[src/rtl/risc8_bus_arb.sv]
// risc8_bus_arb: shares the risc8 external memory bus between the CPU bus
// interface unit and a DMA requester. The CPU has priority and is parked on
// the bus when idle. Two saturating-free counters bound starvation both ways:
// starve_cnt counts CPU completions while DMA waits, and burst_cnt counts DMA
// completions while the CPU waits.
module risc8_bus_arb #(
  parameter int CPU_MAX = 4,  // CPU cycles granted while DMA waits (1..15)
  parameter int DMA_MAX = 2   // DMA cycles granted while CPU waits (1..15)
) (
  input  logic        clk,
  input  logic        rst,
  // CPU bus-cycle side
  input  logic        cpu_cycle,
  input  logic        cpu_write,
  input  logic        cpu_ifetch,
  input  logic        cpu_iack,
  input  logic [15:0] cpu_address,
  input  logic [7:0]  cpu_data_out,
  output logic        cpu_ready,
  // DMA requester side
  input  logic        dma_req,
  input  logic        dma_write,
  input  logic [15:0] dma_address,
  input  logic [7:0]  dma_data_out,
  output logic        dma_ack,
  output logic        grant_dma,
  // memory port
  output logic        mem_cycle,
  output logic        mem_write,
  output logic        mem_ifetch,
  output logic        mem_iack,
  output logic [15:0] mem_address,
  output logic [7:0]  mem_data_out,
  input  logic        mem_ready
);

  typedef enum logic {
    OWN_CPU = 1'b0,
    OWN_DMA = 1'b1
  } own_t;

  localparam logic [3:0] CPU_LAST = 4'(CPU_MAX - 1);
  localparam logic [3:0] DMA_LAST = 4'(DMA_MAX - 1);

  own_t       own, own_nxt;
  logic [3:0] starve_cnt, starve_nxt;
  logic [3:0] burst_cnt, burst_nxt;

  // Ownership and starvation counters.
  always_ff @(posedge clk) begin
    // NOTE: reset is sampled on the clock edge, so it lives inside the
    // clocked branch rather than in the sensitivity list.
    if (rst) begin
      own        <= OWN_CPU;
      starve_cnt <= 4'd0;
      burst_cnt  <= 4'd0;
    end else begin
      // NOTE: non-blocking assignments keep every register updating from the
      // values seen before the edge, independent of statement order.
      own        <= own_nxt;
      starve_cnt <= starve_nxt;
      burst_cnt  <= burst_nxt;
    end
  end

  // Next owner: switching happens only when the owner is idle or its cycle
  // completes, so an iack (or any) cycle is never split between masters.
  always_comb begin
    // NOTE: every signal gets a default first so no path leaves it
    // unassigned, which would otherwise infer a latch.
    own_nxt    = own;
    starve_nxt = starve_cnt;
    burst_nxt  = burst_cnt;
    unique case (own)
      OWN_CPU: begin
        if (!dma_req) begin
          starve_nxt = 4'd0;
        end else if (!cpu_cycle) begin
          own_nxt = OWN_DMA;
        end else if (mem_ready) begin
          if (starve_cnt == CPU_LAST) own_nxt = OWN_DMA;
          else                        starve_nxt = starve_cnt + 4'd1;
        end
      end
      OWN_DMA: begin
        if (!dma_req) begin
          own_nxt = OWN_CPU;  // DMA is never parked
        end else if (mem_ready) begin
          if (!cpu_cycle)                   burst_nxt = 4'd0;
          else if (burst_cnt == DMA_LAST)   own_nxt   = OWN_CPU;
          else                              burst_nxt = burst_cnt + 4'd1;
        end
      end
      default: own_nxt = OWN_CPU;
    endcase
    // A fresh owner always starts with clean counters.
    if (own_nxt != own) begin
      starve_nxt = 4'd0;
      burst_nxt  = 4'd0;
    end
  end

  // Bus mux and ready steering, purely combinational from the owner so a
  // handover costs no idle clock and mem_ready passes straight through.
  always_comb begin
    mem_cycle    = cpu_cycle;
    mem_write    = cpu_write;
    mem_ifetch   = cpu_ifetch;
    mem_iack     = cpu_iack;
    mem_address  = cpu_address;
    mem_data_out = cpu_data_out;
    cpu_ready    = mem_ready;
    dma_ack      = 1'b0;
    if (own == OWN_DMA) begin
      mem_cycle    = dma_req;
      mem_write    = dma_write;
      mem_ifetch   = 1'b0;
      mem_iack     = 1'b0;
      mem_address  = dma_address;
      mem_data_out = dma_data_out;
      cpu_ready    = 1'b0;
      // A reset landing on a DMA cycle abandons it without acknowledging.
      dma_ack      = dma_req & mem_ready & ~rst;
    end
  end

  assign grant_dma = (own == OWN_DMA);

endmodule

[config.mk]
export PLATFORM = sky130hd
export DESIGN_NAME = risc8_bus_arb
export DESIGN_NICKNAME = d
export VERILOG_FILES = /design/src/rtl/risc8_bus_arb.sv
export SDC_FILE = /design/constraint.sdc
export NUM_CORES = 1
export LEC_CHECK = 0
export CAP_MARGIN = 10
export CORE_ASPECT_RATIO = 1.75
export CORE_MARGIN = 1
export CORE_UTILIZATION = 33
export CTS_CLUSTER_DIAMETER = 30
export DETAILED_ROUTE_END_ITERATION = 6
export GPL_TIMING_DRIVEN = 0
export PLACE_DENSITY = 0.85
export SETUP_SLACK_MARGIN = 0.15
export SYNTH_ARGS = -nofsm -noshare
export SYNTH_HDL_FRONTEND = slang
export SYNTH_SLANG_ARGS = --single-unit
[constraint.sdc]
create_clock -name clk -period 2.2 [get_ports clk]
set_input_delay 0.33 -clock clk [delete_from_list [all_inputs] [get_ports clk]]
set_output_delay 0.33 -clock clk [all_outputs]
set_load 0.03 [all_outputs]
; Word level (Yosys, flattened, before mapping)
; Cells that the tools add are included.
[totals]
regBits = 9
[classes]
addsub = 2
eq_ne = 7
mux = 23
n_reduce_logical = 3
n_bitwise = 4
[ops]
columns = op, count
row1 = $mux 4, 6
row2 = $mux 16, 1
row3 = $mux 1, 14
row4 = $add 4x1->4 const B, 2
row5 = $mux 8, 1
row6 = $reduce_and 4->1, 2
row7 = $ne 2x2->1 const B, 3
row8 = $eq 4x1->1 const B, 1
row9 = $eq 4x2->1 const B, 1
row10 = $and 1x1->1, 2
row11 = $ne 2x1->1 const B, 1
row12 = $not 1->1, 2
row13 = $pmux 1 s2, 1
row14 = $reduce_or 2->1, 1
row15 = $ne 1x1->1, 1

; Longest topological paths before layout
[logic_depth]
ltp_word = 8
mapped_depth = 5
depth_no_buf = 5

; Least setup slack after synthesis
; OpenSTA, ideal clock, no wires.
[synth_timing]
path_type = reg-to-output
from = reg own, in the netlist grant_dma
to = out mem_address[12]
stages_incl_launch_ff = 4
required_ps = 1870
t_arrival_ps = 1423
path_slack_ps = 447
path_cell_list = dfxtp_1 buf_2 buf_2 mux2_2
[synth_via]
elab_chain_len = 1
[synth_lines]
columns = item, line
row1 = start: declaration, 45  ; own_t own, own_nxt;
row2 = start signal: assignment, 60  ; own <= own_nxt;
row3 = $mux 16, 114  ; if (own == OWN_DMA) begin
row4 = end: declaration, 32  ; output logic [15:0] mem_address,
; Every way passes these cells.

; Final worst setup path
[layout_timing]
from = reg own, in the netlist grant_dma
to = out mem_address[15]
; Same word-level chain as after synthesis.

==> implementation parameters <==
Parameter                              Value

Synth
  Dominant cells by area after synthesis ... sky130_fd_sc_hd__mux2_2 30%, sky130_fd_sc_hd__dfxtp_1 19%, sky130_fd_sc_hd__a221oi_2 4.7%
  Sequential fraction of the synthesis area ... 18.9%
  Synth warnings ... 0
  Mapped cell area ... ~950 um^2
  Post-Syn Instances ... 96
  Share of the synthesized area in the top cell type ... 29.6%
  Post-Synthesis Net Count ... 156
  Post-synthesis sequential element count ... 9
  Post-synthesis cell type with the largest combined area ... sky130_fd_sc_hd__mux2_2
  Count of cell types in the netlist ... 34
  Post-Synthesis Mean Instance Area ... between 9 and 10 um^2

Outcome
  Run status ... finished, final reports clean

Worst hold path
  Worst hold path cell count ... 3
  Hold path start ... cpu_cycle
  Hold/Removal Path Class ... input port to register

Route
  Post-detailed-route wirelength per cell ... roughly 17 um
  Final WL ... 3.61 mm
  Drt initial violations ... 28
  DRC viols ... 0
  Antenna-violating nets left ... 0
  Number of optimization iterations in the first detailed-route pass ... 4
  Count of vias placed by the detailed router ... roughly 1200
  Average vias per placed instance ... around 5.7

Floorplanning
  Overall die height ... approximately 73 um
  Total Die Area ... between 3000 and 4000 um^2
  Number of top-level pins ... between 80 and 90
  Number of standard-cell rows in the floorplan ... 25
  Horiz. Die Dim ... roughly 43 um
  Core footprint ... about 2700 um^2
  Starting Density ... about a third

GRT
  Largest net degree at the start of global routing ... 11
  Via count of the first global-routing pass ... about 1300
  Initial antenna violation count ... 0
  Overall Global Routing Usage ... a little under a quarter
  Met3 usage ... under 10%
  Global routing's busiest layer ... met2
  Met2 capacity usage during global routing ... between 50% and 60%
  First-pass GRT wire length ... 5.58 mm
  GRT overflow ... 0
  Met1 track demand over resource in global routing ... 20.2%

Finish
  Antenna Diode Count ... 0
  Area added between synthesis and finish ... 94.6%
  Share of final-layout standard cells stronger than drive strength 1 ... between 20% and 30%
  Final #Nets ... approximately 250
  Final non-filler cell total ... ~210
  Final cell area excluding filler cells ... between 1500 and 2000 um^2

Worst setup path
  Kind of end point of the critical path ... primary output
  Worst Reg2Reg Path Length in Cells ... 4
  Data arrival time of the critical path ... between 1.5 and 2 ns
  Nature of the critical path startpoint ... register
  Worst setup startpoint ... grant_dma
  Data required time at the worst endpoint ... 1.87 ns
  Biggest fanout along the worst timing path ... 10
  Source of the worst register-to-register timing path ... burst_cnt[0]
  Kind of critical path ... register to primary output

Pwr
  Switching power total ... approximately 230 uW
  Power per Cell Area ... around 370 nW/um^2
  Internal power ... between 400 and 500 uW
  Largest vdd supply drop ... between 0.0002 and 0.00025 V
  Post-layout power ... a little under 700 uW
  Net switching share of the total power ... around a third
  Proportion of power drawn by flip-flops and latches ... ~24%
  Leak pwr ... 0.000716 uW
  Comb pwr share ... between 40% and 50%
  Clock share of power ... just under 30%

Placement
  Post-DP HPWL ... approximately 2.9 mm
  Total placed instance area ... about 1800 um^2
  Placed cell count ... between 200 and 250
  Final weighted congestion of routability-driven global placement ... 0.771
  Total of buffers placed on input and output ports ... 85

STA
  Final number of setup-violating endpoints ... 0
  Post-route clock period utilization ... between 90% and 100%
  Timing-limited maximum frequency ... between 500 and 600 MHz
  Transition at the pin with the smallest max-transition slack ... roughly 0.5 ns
  Max-slew violation count ... 0
  Worst hold slack across all endpoints ... 0.425 ns
  RSZ-0062 raised after global routing ... false
  Worst rel slew slack ... 66.9%
  Clock tree skew after final layout ... 0.00245 ns
  Hold Fails Final Rpt ... 0
  Final TNS setup ... 0 ns
  Fin crit period ... between 1.5 and 2 ns

Clock network
  Number of buffers created by CTS ... 3
  # H-tree levels ... 1
  Maximum buffer depth of the clock tree ... 2
  Clock Tree Root ... sky130_fd_sc_hd__clkbuf_8
  Clock-pin slew on the worst setup and hold paths ... around 0.050 ns
  Clock latency at the later pin of the worst-skew pair ... roughly 0.24 ns
  TritonCTS Sinks ... 9
  Clock tree from TritonCTS ... built

Job
  Max Cap Viol ... 0
## metal layers
layer	part of all wire [%]	wire length, um	up-vias
met1	31	1100	550
met4	2.0	72	0
li1	-	-	558
met5	0	0	-
met3	9.3	334	11
met2	58	2100	90
## area by class of cell
cell class / instances / area (um^2)
Multi-Input combinational cell: 78 / 726
Inverter: 2 / 7.51
Tap cell: 27 / 33.8
Buffer: 7 / 52.6
Sequential cell: 9 / 181
Clock buffer: 4 / 45.0
Timing Repair Buffer: 85 / 807
Fill cell: 228 / 868
## synthesized netlist by cell type (all sizes together)
library cell / n
a211o: 1
a21o: 2
a21oi: 1
a221oi: 8
a2bb2oi: 1
a31oi: 1
and3: 2
and3b: 1
buf: 6
clkbuf: 1
dfxtp: 9
ha: 3
inv: 2
mux2: 25
nand2: 2
nand2b: 1
nand3: 2
nand3b: 1
nand4: 1
nand4b: 3
nand4bb: 1
nor2: 2
nor2b: 7
nor3b: 1
nor4bb: 1
o21ai: 4
o221ai: 3
or4: 2
or4b: 2
## per-stage QoR
stage,util (%),setup slack [ns]
4_1_cts,68.6,0.137
3_3_place_gp,67.5,-0.0525
6_report,68.1,0.210
2_1_floorplan,-,0.447
3_5_place_dp,67.5,-0.0697
5_1_grt,68.1,0.144
## final timing paths
path | end | slack [ns]
hold reg to reg | starve_cnt[1] | 0.54
hold / removal | burst_cnt[3] | 0.43
setup reg to reg | burst_cnt[3] | 0.53
setup / recovery | mem_address[15] | 0.21
## registers in the layout, summed over array words and instances (netlist names)
register	flops
grant_dma	1
burst_cnt	4
starve_cnt	4
## logic make-up after synthesis
logic type                 count (synthesis)  synth area share (%)
AOI/OAI and AO/OA                         21                  18.8
buffers and inverters                      9                  5.26
adders and majority gates                  3                  3.94
muxes                                     25                  29.6
DFF                                        9                  18.9
and+or+nand+nor                           29                  23.5
## critical path, cell delays in order, from the launching register on
cell and delay, ns:
sky130_fd_sc_hd__dfxtp_2 0.36, sky130_fd_sc_hd__buf_4 0.17, sky130_fd_sc_hd__buf_4 0.19, sky130_fd_sc_hd__mux2_2 0.34, sky130_fd_sc_hd__dlygate4sd2_1 0.35
## cell usage in the layout, fill, tap and decap left out, types with 2 or more instances in the layout
| cell type | n |
|---|---|
| sky130_fd_sc_hd__clkdlybuf4s15_2 | 2 |
| sky130_fd_sc_hd__clkdlybuf4s15_1 | 6 |
| sky130_fd_sc_hd__dfxtp_1 | 8 |
| sky130_fd_sc_hd__o221ai_1 | 3 |
| sky130_fd_sc_hd__nand4b_1 | 3 |
| sky130_fd_sc_hd__buf_4 | 5 |
| sky130_fd_sc_hd__clkbuf_2 | 5 |
| sky130_fd_sc_hd__a221oi_1 | 5 |
| sky130_fd_sc_hd__ha_1 | 3 |
| sky130_fd_sc_hd__nor2b_1 | 7 |
| sky130_fd_sc_hd__a221oi_2 | 3 |
| sky130_fd_sc_hd__mux2_2 | 25 |
| sky130_fd_sc_hd__inv_1 | 2 |
| sky130_fd_sc_hd__nand2_1 | 2 |
| sky130_fd_sc_hd__a21o_1 | 2 |
| sky130_fd_sc_hd__or4_1 | 2 |
| sky130_fd_sc_hd__clkdlybuf4s50_1 | 55 |
| sky130_fd_sc_hd__clkbuf_1 | 2 |
| sky130_fd_sc_hd__and3_1 | 2 |
| sky130_fd_sc_hd__clkbuf_8 | 3 |
| sky130_fd_sc_hd__dlygate4sd2_1 | 17 |
| sky130_fd_sc_hd__o21ai_0 | 4 |
| sky130_fd_sc_hd__nor2_1 | 2 |
## power by group through the flow
stage | combinational [uW] | clock [uW] | sequential, uW
3_3_place_gp | 346 | 0 | 170
5_1_grt | 343 | 204 | 167
6_report | 326 | 200 | 167
2_1_floorplan | 164 | 0 | 171
3_5_place_dp | 352 | 0 | 170
4_1_cts | 329 | 193 | 167
## repair_timing
action | in CTS | in global routing
buffers inserted | 0 | 0
hold buffers | 0 | 0
setup endpoints to repair | 30 | 30
resized for setup | 44 | 12
No activity file was read; power rests on OpenSTA's default activity.
